===== config.mk =====
export PLATFORM = sky130hd
export DESIGN_NAME = rtl_operand_queue_flat
export DESIGN_NICKNAME = d
export VERILOG_FILES = /design/src/rtl/rtl_operand_queue_pkg.sv /design/src/rtl/rtl_operand_queue_if.sv /design/src/rtl/rtl_operand_queue.sv /design/src/flat_wrapper.sv
export SDC_FILE = /design/constraint.sdc
export NUM_CORES = 1
export LEC_CHECK = 0
export ABC_AREA = 1
export ABC_CLOCK_PERIOD_IN_PS = 22600
export CAP_MARGIN = 20
export CORE_MARGIN = 5
export CORE_UTILIZATION = 30
export CTS_BUF_LIST = sky130_fd_sc_hd__clkbuf_4 sky130_fd_sc_hd__clkbuf_8
export DETAILED_ROUTE_END_ITERATION = 10
export PLACE_DENSITY = 0.45
export SYNTH_ARGS = -nofsm -noshare
export SYNTH_HDL_FRONTEND = slang
export SYNTH_SLANG_ARGS = --single-unit

===== constraint.sdc =====
create_clock -name clk -period 22.6 [get_ports clk]
set_clock_uncertainty 0.2 [all_clocks]
set_input_delay 3.39 -clock clk [delete_from_list [all_inputs] [get_ports clk]]
set_output_delay 3.39 -clock clk [all_outputs]
set_load 0.01 [all_outputs]

===== src/rtl/rtl_operand_queue_pkg.sv =====
// adder_pkg: shared operand types and constants for the adder/subtracter path.
package adder_pkg;
   localparam int DEF_DEPTH = 4;
   localparam int DEF_WIDTH = 32;
   localparam logic ADD = 1'b0;
   localparam logic SUB = 1'b1;
   typedef struct packed {
      logic [DEF_WIDTH-1:0] a;
      logic [DEF_WIDTH-1:0] b;
      logic                 mode;
   } operand_t;
endpackage


===== src/rtl/rtl_operand_queue_if.sv =====
// rtl_operand_queue_if: producer/consumer handshake bundle around the operand queue.
interface rtl_operand_queue_if
   import adder_pkg::*;
#(
   parameter int DEPTH = DEF_DEPTH,
   parameter int WIDTH = DEF_WIDTH
);
   logic                     in_valid;
   logic                     in_ready;
   logic [WIDTH-1:0]         in_a;
   logic [WIDTH-1:0]         in_b;
   logic                     in_mode;
   logic                     flush;
   logic [WIDTH-1:0]         a;
   logic [WIDTH-1:0]         b;
   logic                     mode;
   logic                     out_valid;
   logic                     out_ready;
   logic [$clog2(DEPTH):0]   count;
   modport master (
      output in_valid, in_a, in_b, in_mode, flush, out_ready,
      input  in_ready, a, b, mode, out_valid, count
   );
   modport slave (
      input  in_valid, in_a, in_b, in_mode, flush, out_ready,
      output in_ready, a, b, mode, out_valid, count
   );
endinterface


===== src/rtl/rtl_operand_queue.sv =====
// rtl_operand_queue: FIFO of {a, b, mode} operand sets feeding rtl_adder_subtracter.
module rtl_operand_queue
   import adder_pkg::*;
#(
   parameter int DEPTH = DEF_DEPTH,
   parameter int WIDTH = DEF_WIDTH
) (
   input logic                 clk,
   input logic                 rst,
   rtl_operand_queue_if.slave  q
);
   localparam int AW = $clog2(DEPTH);
   localparam logic [AW:0] FULL = (AW+1)'(DEPTH);
   operand_t       mem [DEPTH];
   operand_t       head;
   logic [AW-1:0]  wp;
   logic [AW-1:0]  rp;
   logic [AW:0]    cnt;
   logic           push;
   logic           pop;
   // flush masks both handshakes so it wins over any concurrent transfer
   always_comb begin
      q.in_ready  = cnt < FULL;
      q.out_valid = cnt != '0;
      push        = q.in_valid && q.in_ready && !q.flush;
      pop         = q.out_valid && q.out_ready && !q.flush;
      head        = q.out_valid ? mem[rp] : '0;
      q.a         = WIDTH'(head.a);
      q.b         = WIDTH'(head.b);
      q.mode      = head.mode;
      q.count     = cnt;
   end
   always_ff @(posedge clk or posedge rst) begin
      if (rst) begin
         wp  <= '0;
         rp  <= '0;
         cnt <= '0;
      end else if (q.flush) begin
         wp  <= '0;
         rp  <= '0;
         cnt <= '0;
      end else begin
         if (push) wp <= wp + 1'b1;
         if (pop) rp <= rp + 1'b1;
         cnt <= cnt + (AW+1)'(push) - (AW+1)'(pop);
      end
   end
   always_ff @(posedge clk or posedge rst) begin
      if (rst)
         mem <= '{default: '0};
      else if (push)
         mem[wp] <= '{a: DEF_WIDTH'(q.in_a), b: DEF_WIDTH'(q.in_b), mode: q.in_mode};
   end
endmodule


===== src/flat_wrapper.sv =====
// flat-port wrapper written by rule: the top's interface ports become plain ports
module rtl_operand_queue_flat import adder_pkg::*;
#(
   parameter int DEPTH = DEF_DEPTH,
   parameter int WIDTH = DEF_WIDTH
)
  (clk, rst, q_in_valid, q_in_a, q_in_b, q_in_mode, q_flush, q_out_ready, q_in_ready, q_a, q_b, q_mode, q_out_valid, q_count);
  rtl_operand_queue_if #(.DEPTH(DEPTH), .WIDTH(WIDTH)) q_i ();
  input logic clk;
  input logic rst;
  input wire logic [$bits(q_i.in_valid)-1:0] q_in_valid;
  input wire logic [$bits(q_i.in_a)-1:0] q_in_a;
  input wire logic [$bits(q_i.in_b)-1:0] q_in_b;
  input wire logic [$bits(q_i.in_mode)-1:0] q_in_mode;
  input wire logic [$bits(q_i.flush)-1:0] q_flush;
  input wire logic [$bits(q_i.out_ready)-1:0] q_out_ready;
  output wire logic [$bits(q_i.in_ready)-1:0] q_in_ready;
  output wire logic [$bits(q_i.a)-1:0] q_a;
  output wire logic [$bits(q_i.b)-1:0] q_b;
  output wire logic [$bits(q_i.mode)-1:0] q_mode;
  output wire logic [$bits(q_i.out_valid)-1:0] q_out_valid;
  output wire logic [$bits(q_i.count)-1:0] q_count;
  assign q_i.in_valid = q_in_valid;
  assign q_i.in_a = q_in_a;
  assign q_i.in_b = q_in_b;
  assign q_i.in_mode = q_in_mode;
  assign q_i.flush = q_flush;
  assign q_i.out_ready = q_out_ready;
  assign q_in_ready = q_i.in_ready;
  assign q_a = q_i.a;
  assign q_b = q_i.b;
  assign q_mode = q_i.mode;
  assign q_out_valid = q_i.out_valid;
  assign q_count = q_i.count;
  rtl_operand_queue #(.DEPTH(DEPTH), .WIDTH(WIDTH)) u_core (.clk(clk), .rst(rst), .q(q_i));
endmodule

==> summary.md, run 1 <==
| Metric | Value |
|---|---|
| Vias in the first global route | `11900` |
| Switching share of total power | `0.385` |
| Total clock sinks | `267` |
| Mean Syn Cell Area | `7.06 sq um` |
| Max FO, Critical Path | `64` |
| Filler cell count | `4856` |
| Max Fclk | `139 MHz` |
| Vias post-DR | `11800` |
| Worst slew pin tran | `1.06 ns` |
| Number of CTS-inserted buffers | `51` |
| Max_slew headroom | `0.296` |
| #FFs+latches synth | `267` |
| Initial antenna violation count | `1` |
| Endpoints failing setup | `0` |
| P_leak | `0.00884 uW` |
| Min-delay worst type | `reg -> reg` |
| Die X | `223 um` |
| Post-synth cell types | `19` |
| Vias/cell | `4.41` |
| DP HPWL | `22300 um` |
| Final hold violation count | `0` |
| Drt total wl | `43500 um` |
| CTS Hold Bufs | `0` |
| Share of cells above drive strength 1 | `0.0613` |
| Number of cells upsized or downsized after cts | `0` |
| Mapped cell area | `13600 sq um` |
| Max-Cap Viols | `0` |
| Crit path time final | `7.21 ns` |
| Row cnt | `78` |
| Crit Path Class | `reg -> out` |
| Grt ovf | `0` |
| Comb pwr share | `0.403` |
| Worst IR Drop VDD | `0.0000624 V` |
| DRT iter0 DRCs | `842` |
| P_sw | `838 uW` |
| Area delta synth->final | `19.9%` |
| Post-route setup TNS | `0 ns` |
| Startpoint types | `flip-flop` |
| Outcome | `finished, final reports clean` |
| WL/cell | `16.3 um` |
| Total Routing Usage GR | `0.173` |
| First-pass GRT wire length | `68900 um` |
| Remaining antenna violation count | `0` |
| Part of the power in registers | `0.364` |
| Layout Nets | `2112` |
| Core area | `45200 sq um` |
| Flop-to-flop setup slack | `20.09 ns` |
| Clock-pin slew on the worst setup and hold paths | `0.06 ns` |
| Max-slew violations | `0` |
| Root buffer cell | `clkbuf_8` |
| Period utilization | `0.319` |
| Crit end category | `output port` |
| Multi-input logic area | `5180 sq um` |
| Register area | `6690 sq um` |
| Syn Inst Count | `1931` |
| Ys Warns | `0` |
| CTS tree | `done` |
| Pin count of the biggest net entering global routing | `94` |
| Initial Util | `0.302` |
| I/O pin count | `140` |
| Clock power share | `0.233` |
| Port Buf Inserts | `139` |
| DRC | `0` |
| PwrDens | `133 nW/um^2` |
| Syn nets | `2008` |
| RSZ-0062 raised after global routing | `no` |
| TritonRoute pass-1 iters | `5` |
| Clock latency on the worst-skew pair | `0.61 ns` |
| CTS max path bufs | `3` |
| Non-Filler Instances | `2672` |
| Placed insts | `2579` |
| DIE AREA | `49800 sq um` |
| ANT cells | `0` |
| Die Span Y | `223 um` |
| Setup bufs post-CTS | `0` |
| H-tree depth | `2` |
| Gp weighted congestion | `0.707` |
| Internal power | `1340 uW` |
| Worst endpoint data arrival time | `3.62 ns` |
| Worst EP required | `19.01 ns` |
| Seq/Total Area, Yosys | `0.490` |
==> cells in the final DEF, fill, tap and decap left out, types with 3 or more instances in the layout <==
cell type,count
a21oi_1,66
buf_16,3
buf_4,16
clkbuf_4,20
clkbuf_8,66
clkdlybuf4s50_1,139
clkinv_2,3
dfrtp_1,265
ha_1,6
inv_1,273
inv_2,3
nand2_1,1052
nand2_2,6
nand3_1,133
nor2_1,7
nor2_4,4
==> worst max-delay path, cell delays in order, from the launching register on <==
cell and delay [ns]:
dfrtp_4 0.81, inv_4 0.33, buf_4 0.38, buf_16 0.24, nand2_1 0.13, nand3_1 0.07, a21oi_1 0.32, clkdlybuf4s50_1 0.60
==> through the flow <==
stage | hold slack [ns] | area [sq um] | utilization | setup slack (ns) | total power (uW)
3_5_place_dp | 0.265 | 15200 | 0.336 | 15.86 | 1680
3_3_place_gp | 0.261 | 15200 | 0.336 | 15.91 | 1670
4_1_cts | 0.280 | 16300 | 0.360 | 15.16 | 2210
6_report | 0.275 | 16400 | 0.362 | 15.39 | 2180
5_1_grt | 0.290 | 16400 | 0.362 | 15.21 | 2370
2_1_floorplan | 0.249 | 13600 | - | 11.66 | 1330
==> routing by layer <==
metal,vias up,GRT usage,routed length (um)
li1,5883,-,-
met1,5582,0.237,20900
met2,254,0.281,19500
met3,63,0.0374,2180
met4,2,0.0431,888
met5,-,0,13
==> synth_stat cells, drive strengths merged <==
library cell  instances  area, sq um
nand2              1058         3980
inv                 278         1040
dfrtp               267         6680
nand3               133          666
buf                  79          652
a21oi                66          330
clkbuf               28          105
nor2                 11         51.3
ha                    6         75.1
nand4                 2         12.5
fa                    1         20.0
nor3                  1         16.3
o21ai                 1         5.00
==> cells by family after synthesis <==
group | after synthesis | synth area share
simple gates | 1205 | 0.346
buf+inv | 385 | 0.132
flops | 267 | 0.490
compound gates | 67 | 0.0246
fa+ha+maj | 7 | 0.00697
==> layout make-up <==
class	count	share of cell area
Clock buffer	86	0.0647
Inverter	278	0.0644
Tap cell	600	0.0459
Clock inverter	4	0.00161
Multi-Input combinational cell	1279	0.317
Sequential cell	267	0.409
Timing Repair Buffer	158	0.0975
==> final timing paths <==
| path | startpoint | end | cells past startpoint |
|---|---|---|---|
| worst max-delay path | u_core.rp[0] | q_a[30] | 7 |
| worst min-delay path | u_core.mem[216] | u_core.mem[216] | 2 |
| worst max register to register | u_core.q.count[2] | u_core.mem[40] | 6 |
| worst min register to register | u_core.mem[216] | u_core.mem[216] | 2 |
| max in group asynchronous | rst | u_core.mem[17] | 5 |
| min in group asynchronous | rst | u_core.mem[122] | 2 |
==> flip-flops by register name, indices dropped and copies added (netlist names) <==
register	cells
u_core.q.count	3
u_core.wp	2
u_core.mem	260
u_core.rp	2
==> power groups by stage <==
stage | clock, uW | sequential (uW) | combinational [uW]
4_1_cts | 530 | 792 | 889
5_1_grt | 547 | 818 | 1000
2_1_floorplan | 0 | 764 | 570
3_5_place_dp | 0 | 797 | 882
6_report | 508 | 791 | 877
3_3_place_gp | 0 | 794 | 878
(Power assumes the default switching activity.)
==> inputs of run 2 (changes only) <==
Settings changed: ABC_CLOCK_PERIOD_IN_PS 22600 to 6900.
Clock period 22.6 ns to 6.9 ns, I/O delays scaled along.
==> summary.md, run 2 (synthesis results as in run 1) <==
| Metric | Value |
|---|---|
| Max-Cap Viols | `0 (unchanged)` |
| Crit Path Class | `reg -> out` |
| RSZ-0062 raised after global routing | `no` |
| Max-slew violations | `0 (unchanged)` |
| Grt ovf | `0 (unchanged)` |
| Hold slack | `0.275 ns (+0.000109 ns)` |
| Startpoint types | `flip-flop` |
| WP buf/inv | `3 (-1)` |
| Number of cells upsized or downsized after cts | `0 (unchanged)` |
| Endpoints failing setup | `0 (unchanged)` |
| Remaining antenna violation count | `0 (unchanged)` |
| Vias post-DR | `11900 (+1.1%)` |
| Row cnt | `78 (unchanged)` |
| Core area | `45200 sq um (unchanged)` |
| Root buffer cell | `clkbuf_8` |
| Final hold violation count | `0 (unchanged)` |
| DIE AREA | `49800 sq um (unchanged)` |
| Period utilization | `0.715` |
| Clock-pin slew on the worst setup and hold paths | `0.06 ns (about the same)` |
| DP HPWL | `23400 um (+4.9%)` |
| Max Fclk | `203 MHz` |
| Clock latency on the worst-skew pair | `0.61 ns (about the same)` |
| Worst endpoint data arrival time | `3.70 ns (+0.08 ns)` |
| Cell family with most CP delay | `buffers and inverters` |
| Die X | `223 um (unchanged)` |
| Port Buf Inserts | `139 (unchanged)` |
| P_leak | `0.00878 uW (-0.70%)` |
| CTS Hold Bufs | `0 (unchanged)` |
| First-pass GRT wire length | `69300 um (+0.68%)` |
| Number of CTS-inserted buffers | `52 (+2.0%)` |
| I/O pin count | `140 (unchanged)` |
| Max_slew headroom | `0.273 (-0.0222)` |
| CTS tree | `done` |
| CTS max path bufs | `3 (unchanged)` |
| Top reg by flops | `u_core.mem` |
| Worst IR Drop VDD | `0.000181 V (+190%)` |
| Layout Nets | `2109 (-0.14%)` |
| DRT iter0 DRCs | `894 (+6.2%)` |
| Die Span Y | `223 um (unchanged)` |
| PwrDens | `436 nW/um^2 (+230%)` |
| DRC | `0 (unchanged)` |
| H-tree depth | `2 (unchanged)` |
| Most common cell after layout, fill and taps aside | `nand2_1` |
| Initial antenna violation count | `2 (+1)` |
| Slowest CP cell | `inv_4` |
| Area delta synth->final | `19.2%` |
| Initial Util | `0.302 (unchanged)` |
| Filler cell count | `4785 (-1.5%)` |
| Worst EP required | `5.66 ns (-13.35 ns)` |
| Vias in the first global route | `11900 (-0.21%)` |
| Drt total wl | `43700 um (+0.39%)` |
| Min-delay worst type | `reg -> reg` |
| Share of cells above drive strength 1 | `0.0572 (-0.00410)` |
| Vias/cell | `4.47 (+1.4%)` |
| Setup bufs post-CTS | `0 (unchanged)` |
| WL/cell | `16.4 um (+0.69%)` |
| Max incr delay on CP | `0.81 ns (about the same)` |
| Outcome | `finished, final reports clean` |
| Largest register FFs | `260 (unchanged)` |
| Crit path time final | `4.94 ns` |
| Worst-path cell chain | `inv_4 > buf_4 > nand2_1 > nand3_1 > a21oi_1 > clkdlybuf4s50_1` |
| Gp weighted congestion | `0.750 (+6.2%)` |
| Max FO, Critical Path | `81 (+27%)` |
| Post-route setup TNS | `0 ns (unchanged)` |
| Total clock sinks | `267 (unchanged)` |
| Crit end category | `output port` |
| Worst slew pin tran | `1.09 ns (+0.0307 ns)` |
| TritonRoute pass-1 iters | `5 (unchanged)` |
| Total Routing Usage GR | `0.175 (+0.00151)` |
| Commonest non-fill, non-tap cells in the layout | `nand2_1 (1052), inv_1 (273), dfrtp_1 (265)` |
| Pin count of the biggest net entering global routing | `144 (+53%)` |
## run 2: tightest hold or removal path: stages (launching register included)
cell and delay (ns):
dfrtp_1 0.34, nand2_1 0.05, nand2_1 0.05
## run 2: worst paths after layout
kind                                   startpoint               to  slack, ns  cells past startpoint
min in group asynchronous                     rst   u_core.mem[56]       0.57                      2
worst min register to register      u_core.mem[3]    u_core.mem[3]       0.27                      2
worst max-delay path                 u_core.rp[0]           q_a[4]       1.96                      6
worst max register to register  u_core.q.count[2]  u_core.mem[104]       4.08                      6
worst min-delay path                u_core.mem[3]    u_core.mem[3]       0.27                      2
max in group asynchronous                     rst  u_core.mem[232]       4.74                      3
## run 2: layer usage
layer,vias to the layer above,global-route usage,share of wire
li1,5867,-,-
met1,5736,0.235,0.47
met2,246,0.291,0.47
met3,62,0.0307,0.044
met4,2,0.0504,0.020
met5,-,0,0.00030
## run 2: layout make-up
cell class,instances,area (sq um),area share
timing repair buffer,154,1530,0.0941
clock inverter,4,45.0,0.00277
tap,600,751,0.0462
antenna,1,2.50,0.000154
inverter,278,1050,0.0646
sequential,267,6690,0.412
multi-input combinational,1279,5180,0.319
clock buffer,81,1000,0.0617
## run 2: power by group
group	switching (uW)	internal (uW)
clock	694	946
combinational	1650	1180
sequential	393	2220
total	2740	4350
## run 2: metrics by stage
step / util / cell area (sq um) / total power, uW / worst slack [ns] / std cells
2_1_floorplan: - / 13600 / 4370 / 2.14 / 1931
3_3_place_gp: 0.336 / 15200 / 5470 / 2.55 / 2578
3_5_place_dp: 0.336 / 15200 / 5500 / 2.52 / 2578
4_1_cts: 0.360 / 16200 / 7210 / 1.82 / 2663
5_1_grt: 0.360 / 16200 / 7720 / 1.67 / 2664
6_report: 0.360 / 16200 / 7090 / 1.96 / 2664
==> inputs of run 3 (changes only) <==
Settings changed: ABC_CLOCK_PERIOD_IN_PS 6900 to 5200.
Clock period 6.9 ns to 5.2 ns, I/O delays scaled along.
==> summary.md, run 3 (synthesis results as in run 1) <==
| Metric | Value |
|---|---|
| Total clock sinks | `267 (unchanged)` |
| I/O pin count | `140 (unchanged)` |
| Worst IR Drop VDD | `0.000211 V (+17%)` |
| Largest register FFs | `260 (unchanged)` |
| Startpoint types | `flip-flop` |
| TritonRoute pass-1 iters | `5 (unchanged)` |
| PwrDens | `584 nW/um^2 (+34%)` |
| WL met2 | `20500 um (+0.11%)` |
| Comb pwr share | `0.395 (-0.005)` |
| Switching share of total power | `0.382 (-0.00465)` |
| Share of cells above drive strength 1 | `0.0631 (+0.00590)` |
| WL/cell | `16.2 um (-1.3%)` |
| Grt ovf | `0 (unchanged)` |
| ANT cells | `0 (-1)` |
| DIE AREA | `49800 sq um (unchanged)` |
| Period utilization | `0.842` |
| H-tree depth | `2 (unchanged)` |
| Pin count of the biggest net entering global routing | `162 (+13%)` |
| Root buffer cell | `clkbuf_8` |
| Clock-pin slew on the worst setup and hold paths | `0.06 ns (about the same)` |
| Max-Cap Viols | `0 (unchanged)` |
| CTS Hold Bufs | `0 (unchanged)` |
| Crit path time final | `4.38 ns` |
| Most common cell after layout, fill and taps aside | `nand2_1` |
| Max-slew violations | `0 (unchanged)` |
| Vias post-DR | `11900 (-0.42%)` |
| CTS max path bufs | `3 (unchanged)` |
| Worst slew pin tran | `1.10 ns (+0.0151 ns)` |
| Crit end category | `output port` |
| Top reg by flops | `u_core.mem` |
| Row cnt | `78 (unchanged)` |
| Setup WS pre-CTS | `1.44 ns (-1.08 ns)` |
| Final hold violation count | `0 (unchanged)` |
| Part of the power in registers | `0.359 (-0.010)` |
| Clock power share | `0.246 (+0.015)` |
| Min-delay worst type | `in -> async` |
| Met1 Routed Length | `19900 um (-2.3%)` |
| Outcome | `finished, final reports clean` |
| DRC | `0 (unchanged)` |
| Number of cells upsized or downsized after cts | `0 (unchanged)` |
| Routed wire length on met3 | `1940 um (+1.6%)` |
| Area delta synth->final | `20.7%` |
| DRT iter0 DRCs | `673 (-25%)` |
| Layout Nets | `2113 (+0.19%)` |
| Post-route setup TNS | `0 ns (unchanged)` |
| Max_slew headroom | `0.265 (-0.00832)` |
| Setup bufs post-CTS | `0 (unchanged)` |
| DP HPWL | `22800 um (-2.3%)` |
| Gp weighted congestion | `0.777 (+3.5%)` |
| Final setup margin | `0.819 ns (-1.14 ns)` |
| Worst endpoint data arrival time | `3.40 ns (-0.30 ns)` |
| Initial antenna violation count | `0 (-2)` |
| Number of CTS-inserted buffers | `53 (+1.9%)` |
| Die Span Y | `223 um (unchanged)` |
| Max Fclk | `228 MHz` |
| RSZ-0062 raised after global routing | `no` |
| Clock latency on the worst-skew pair | `0.63 ns (+0.02 ns)` |
| Port Buf Inserts | `139 (unchanged)` |
| Top routing layer used | `met4` |
| Worst EP required | `4.22 ns (-1.44 ns)` |
| Vias/cell | `4.43 (-0.87%)` |
| Core area | `45200 sq um (unchanged)` |
| P_sw | `3670 uW (+34%)` |
| Vias in the first global route | `11900 (+0.0084%)` |
| First-pass GRT wire length | `69000 um (-0.52%)` |
| Drt total wl | `43300 um (-0.88%)` |
| Die X | `223 um (unchanged)` |
| Internal power | `5940 uW (+37%)` |
| P_leak | `0.00889 uW (+1.2%)` |
| Endpoints failing setup | `0 (unchanged)` |
| Total Routing Usage GR | `0.174 (-0.00115)` |
| Max FO, Critical Path | `78 (-3.7%)` |
| Crit Path Class | `reg -> out` |
| Initial Util | `0.302 (unchanged)` |
| Remaining antenna violation count | `0 (unchanged)` |
| Commonest non-fill, non-tap cells in the layout | `nand2_1 (1052), inv_1 (273), dfrtp_1 (265)` |
| CTS tree | `done` |
[run 3: metrics by stage]
step | instances | power [uW] | hold WS [ns] | utilization | area, sq um
2_1_floorplan | 1931 | 5800 | 0.249 | - | 13600
3_3_place_gp | 2581 | 7290 | 0.261 | 0.338 | 15300
3_5_place_dp | 2581 | 7320 | 0.265 | 0.338 | 15300
4_1_cts | 2676 | 9790 | 0.215 | 0.364 | 16500
5_1_grt | 2676 | 10400 | 0.252 | 0.364 | 16500
6_report | 2676 | 9610 | 0.268 | 0.364 | 16500
[run 3: final cells by class]
type,instances,area (sq um)
Sequential cell,267,6690
Multi-Input combinational cell,1279,5180
Timing Repair Buffer,157,1610
Clock inverter,6,58.8
Fill cell,4792,28700
Tap cell,600,751
Inverter,278,1050
Clock buffer,89,1120
[run 3: power by group through the flow]
stage               clock network, uW  registers (uW)  logic (uW)
floorplan                           0            3320        2480
global placement                    0            3460        3830
detailed placement                  0            3460        3860
CTS                              2470            3440        3880
global route                     2550            3560        4340
finish                           2370            3450        3790
[run 3: path summary, 6_finish.rpt]
kind | slack [ns] | cells after the start | start | to
max | 0.82 | 6 | u_core.rp[0] | q_b[26]
min | 0.27 | 2 | rst | u_core.mem[186]
max reg2reg | 2.77 | 5 | u_core.rp[0] | u_core.rp[1]
min reg2reg | 0.28 | 2 | u_core.mem[241] | u_core.mem[241]
max in group asynchronous | 3.19 | 3 | rst | u_core.mem[80]
min in group clk | 0.28 | 2 | u_core.mem[241] | u_core.mem[241]
[run 3: per-layer routing]
metal / GRT usage / up-vias
li1: - / 5893
met1: 0.228 / 5649
met2: 0.297 / 252
met3: 0.0324 / 69
met4: 0.0439 / 0
met5: 0 / -
[run 3: worst max-delay path: stages (launching register included)]
cell             delay [ns]
dfrtp_4                0.70
inv_4                  0.73
buf_4                  0.45
nand2_1                0.09
nand3_1                0.07
a21oi_1                0.11
clkdlybuf4s50_1        0.50
==> RTL edit (settings of run 3) <==
Set the package constant `DEF_WIDTH` to 16 (it was 32).
--- a/src/rtl/rtl_operand_queue_pkg.sv
+++ b/src/rtl/rtl_operand_queue_pkg.sv
@@ -1,7 +1,7 @@
 // adder_pkg: shared operand types and constants for the adder/subtracter path.
 package adder_pkg;
    localparam int DEF_DEPTH = 4;
-   localparam int DEF_WIDTH = 32;
+   localparam int DEF_WIDTH = 16;
    localparam logic ADD = 1'b0;
    localparam logic SUB = 1'b1;
    typedef struct packed {
Interface: changed (resized q_a, q_b, q_in_a and q_in_b); port bits go from 140 to 76. No check against the original RTL was run, so the function may have changed too.
==> RTL edit against run 3 <==
Non-clock buffer count shrank 71. Final area shrank 48%. Fmax grew 16%. Total power shrank 51%. Count of clock-buffer cells in the layout shrank 71. Synthesized cell count shrank 48%. Clock power shrank 58%. Worst setup slack gained 0.61 ns. Area after synthesis shrank 47%. Sequential cell count shrank 128. First-iteration DRC count shrank 37%. Sequential share of layout area grew 0.36 points. Wire length shrank 53%. Largest power group unchanged. Highest routed layer unchanged.
==> RTL edit: results (changes against run 3) <==
* Final wirelength at 20.38 mm (-53%)
* Setup WS pre-CTS at 1.888 ns (+0.4499 ns)
* Cell count of the worst reg-to-reg path at 12 (+7)
* Vias in the first global route at 6040 (-49%)
* Yosys cell types at 18 (-1)
* ANT cells at 0 (unchanged)
* Sequential share of the synthesized area at 0.4836 (-0.006397)
* # resized after CTS at 0 (unchanged)
* Placed Instances at 1365 (-47%)
* GRT Total Usage at 0.1583 (-0.01536)
* Leakage at 4.546 nW (-49%)
* Global placement routability congestion at 0.7328 (-5.6%)
* Post-CTS Setup Inserts at 0 (unchanged)
* Final net count at 1110 (-47%)
* DP Wirelength at 12.02 mm (-47%)
* WP data arrival at 2.79 ns (-0.61 ns)
* Total number of vias at 5971 (-50%)
* Hold WC Path Type: reg -> reg
* Worst-Margin Slew at 1.020 ns (-0.08264 ns)
* Hold Path Stages at 2
* Clk pin slew, worst setup/hold paths at 0.08 ns (+0.02 ns)
* Ys async rst share at 1.000 (unchanged)
* Pin count of the biggest net entering global routing at 89 (-45%)
* First-pass GRT wire length at 33.15 mm (-52%)
* Status: completed
* Synth top area cells: dfrtp_1, nand2_1, inv_1
* Synth top cells by count: nand2_1, inv_1, dfrtp_1, nand3_1, a21oi_1
* Initial antenna violation count at 0 (unchanged)
* PortBufs at 75 (-46%)
* H-Tree Depth at 4 (+2)
* Share of cells above drive strength 1 at 0.04917 (-0.01394)
* Crit-path max FO at 18 (-77%)
* Max reg flops at 132 (-49%)
* Filler Cell Count at 2584 (-46%)
* Drt initial violations at 426 (-37%)
* Top reg by flops: u_core.mem
* CTS Root Cell: clkbuf_8
* Vias per Instance at 4.274 (-3.6%)
* Synth warn at 0 (unchanged)
* Clock latency at the later pin of the worst-skew pair at 0.45 ns (-0.18 ns)
* Mean Syn Cell Area at 7.128 um2 (+0.95%)
* CTS Buf Count at 17 (-68%)
* Clk buf depth at 2 (-1)
* Antenna viol nets, final at 0 (unchanged)
* VDD IR-drop max at 0.1799 mV (-15%)
* Synth Flop Type: dfrtp_1
* Syn_nets at 1054 (-48%)
* Drt pass-1 iters at 4 (-1)
==> RTL edit: cell count changes in the layout (fill, tap and decap cells not counted), moves of 3 or more <==
| cell | change |
|---|---|
| bufinv_16 | +3 |
| clkbuf_4 | -16 |
| buf_12 | -7 |
| clkbuf_8 | -55 |
| clkdlybuf4s50_1 | -64 |
| inv_1 | -127 |
| a21oi_1 | -32 |
| dfrtp_1 | -127 |
| nand2_1 | -507 |
| nand2_2 | -6 |
| nand3_1 | -64 |
| clkinvlp_4 | +5 |
==> RTL edit: layout make-up <==
class	count	area (um2)	area share
Tap cell	319	399.1	0.04700
Sequential cell	139	3480	0.4098
Multi-Input combinational cell	671	2773	0.3265
Clock inverter	14	196.4	0.02313
Inverter	150	569.3	0.06704
Clock buffer	18	241.5	0.02844
Timing Repair Buffer	86	833.3	0.09813
==> RTL edit: logic make-up (layout without fill, tap and decap cells) <==
group / count (synthesis) / in the layout / synth area share
AND/OR/NAND/NOR: 629 / 629 / 0.3479
buffers and inverters: 199 / 268 / 0.1308
flip-flops: 139 / 139 / 0.4836
AO/OA/AOI/OAI: 35 / 35 / 0.02436
adder cells (fa/ha/maj): 7 / 7 / 0.01322
==> RTL edit: worst max-delay path: stages, from the launching register on <==
cell and delay [ns]:
dfrtp_1 0.46, nor2_1 0.16, nand2_1 0.14, inv_1 0.58
buf_4 0.38, a21oi_1 0.10, clkdlybuf4s50_1 0.49
==> RTL edit: worst paths after layout <==
kind	startpoint	slack (ns)	end
max	u_core.q.count[2]	1.43	q_b[15]
min	u_core.mem[57]	0.28	u_core.mem[57]
max reg2reg	u_core.q.count[2]	2.86	u_core.q.count[2]
min reg2reg	u_core.mem[57]	0.28	u_core.mem[57]
max in group asynchronous	rst	3.17	u_core.mem[70]
min in group asynchronous	rst	0.67	u_core.mem[57]
==> RTL edit: report_power, final <==
group / switching [mW] / internal, mW
combinational: 1.13 / 0.835
clock: 0.462 / 0.529
sequential: 0.239 / 1.53
==> RTL edit: per-stage QoR <==
stage               total power, mW  hold slack, ns  area, um2
global placement              3.769          0.2626       8054
CTS                           4.800          0.2858       8492
global route                  5.148          0.3033       8492
detailed placement            3.778          0.2647       8054
floorplan                     3.026          0.2488       7192
finish                        4.717          0.2806       8492
==> RTL edit: per-layer routing <==
metal  track usage  wire length, um  vias to the layer above
met5             0                0                        -
met4       0.03819              207                        0
met3       0.03095              740                       13
met2        0.2671             9668                       90
met1        0.2099             9766                     2791
li1              -                -                     3077
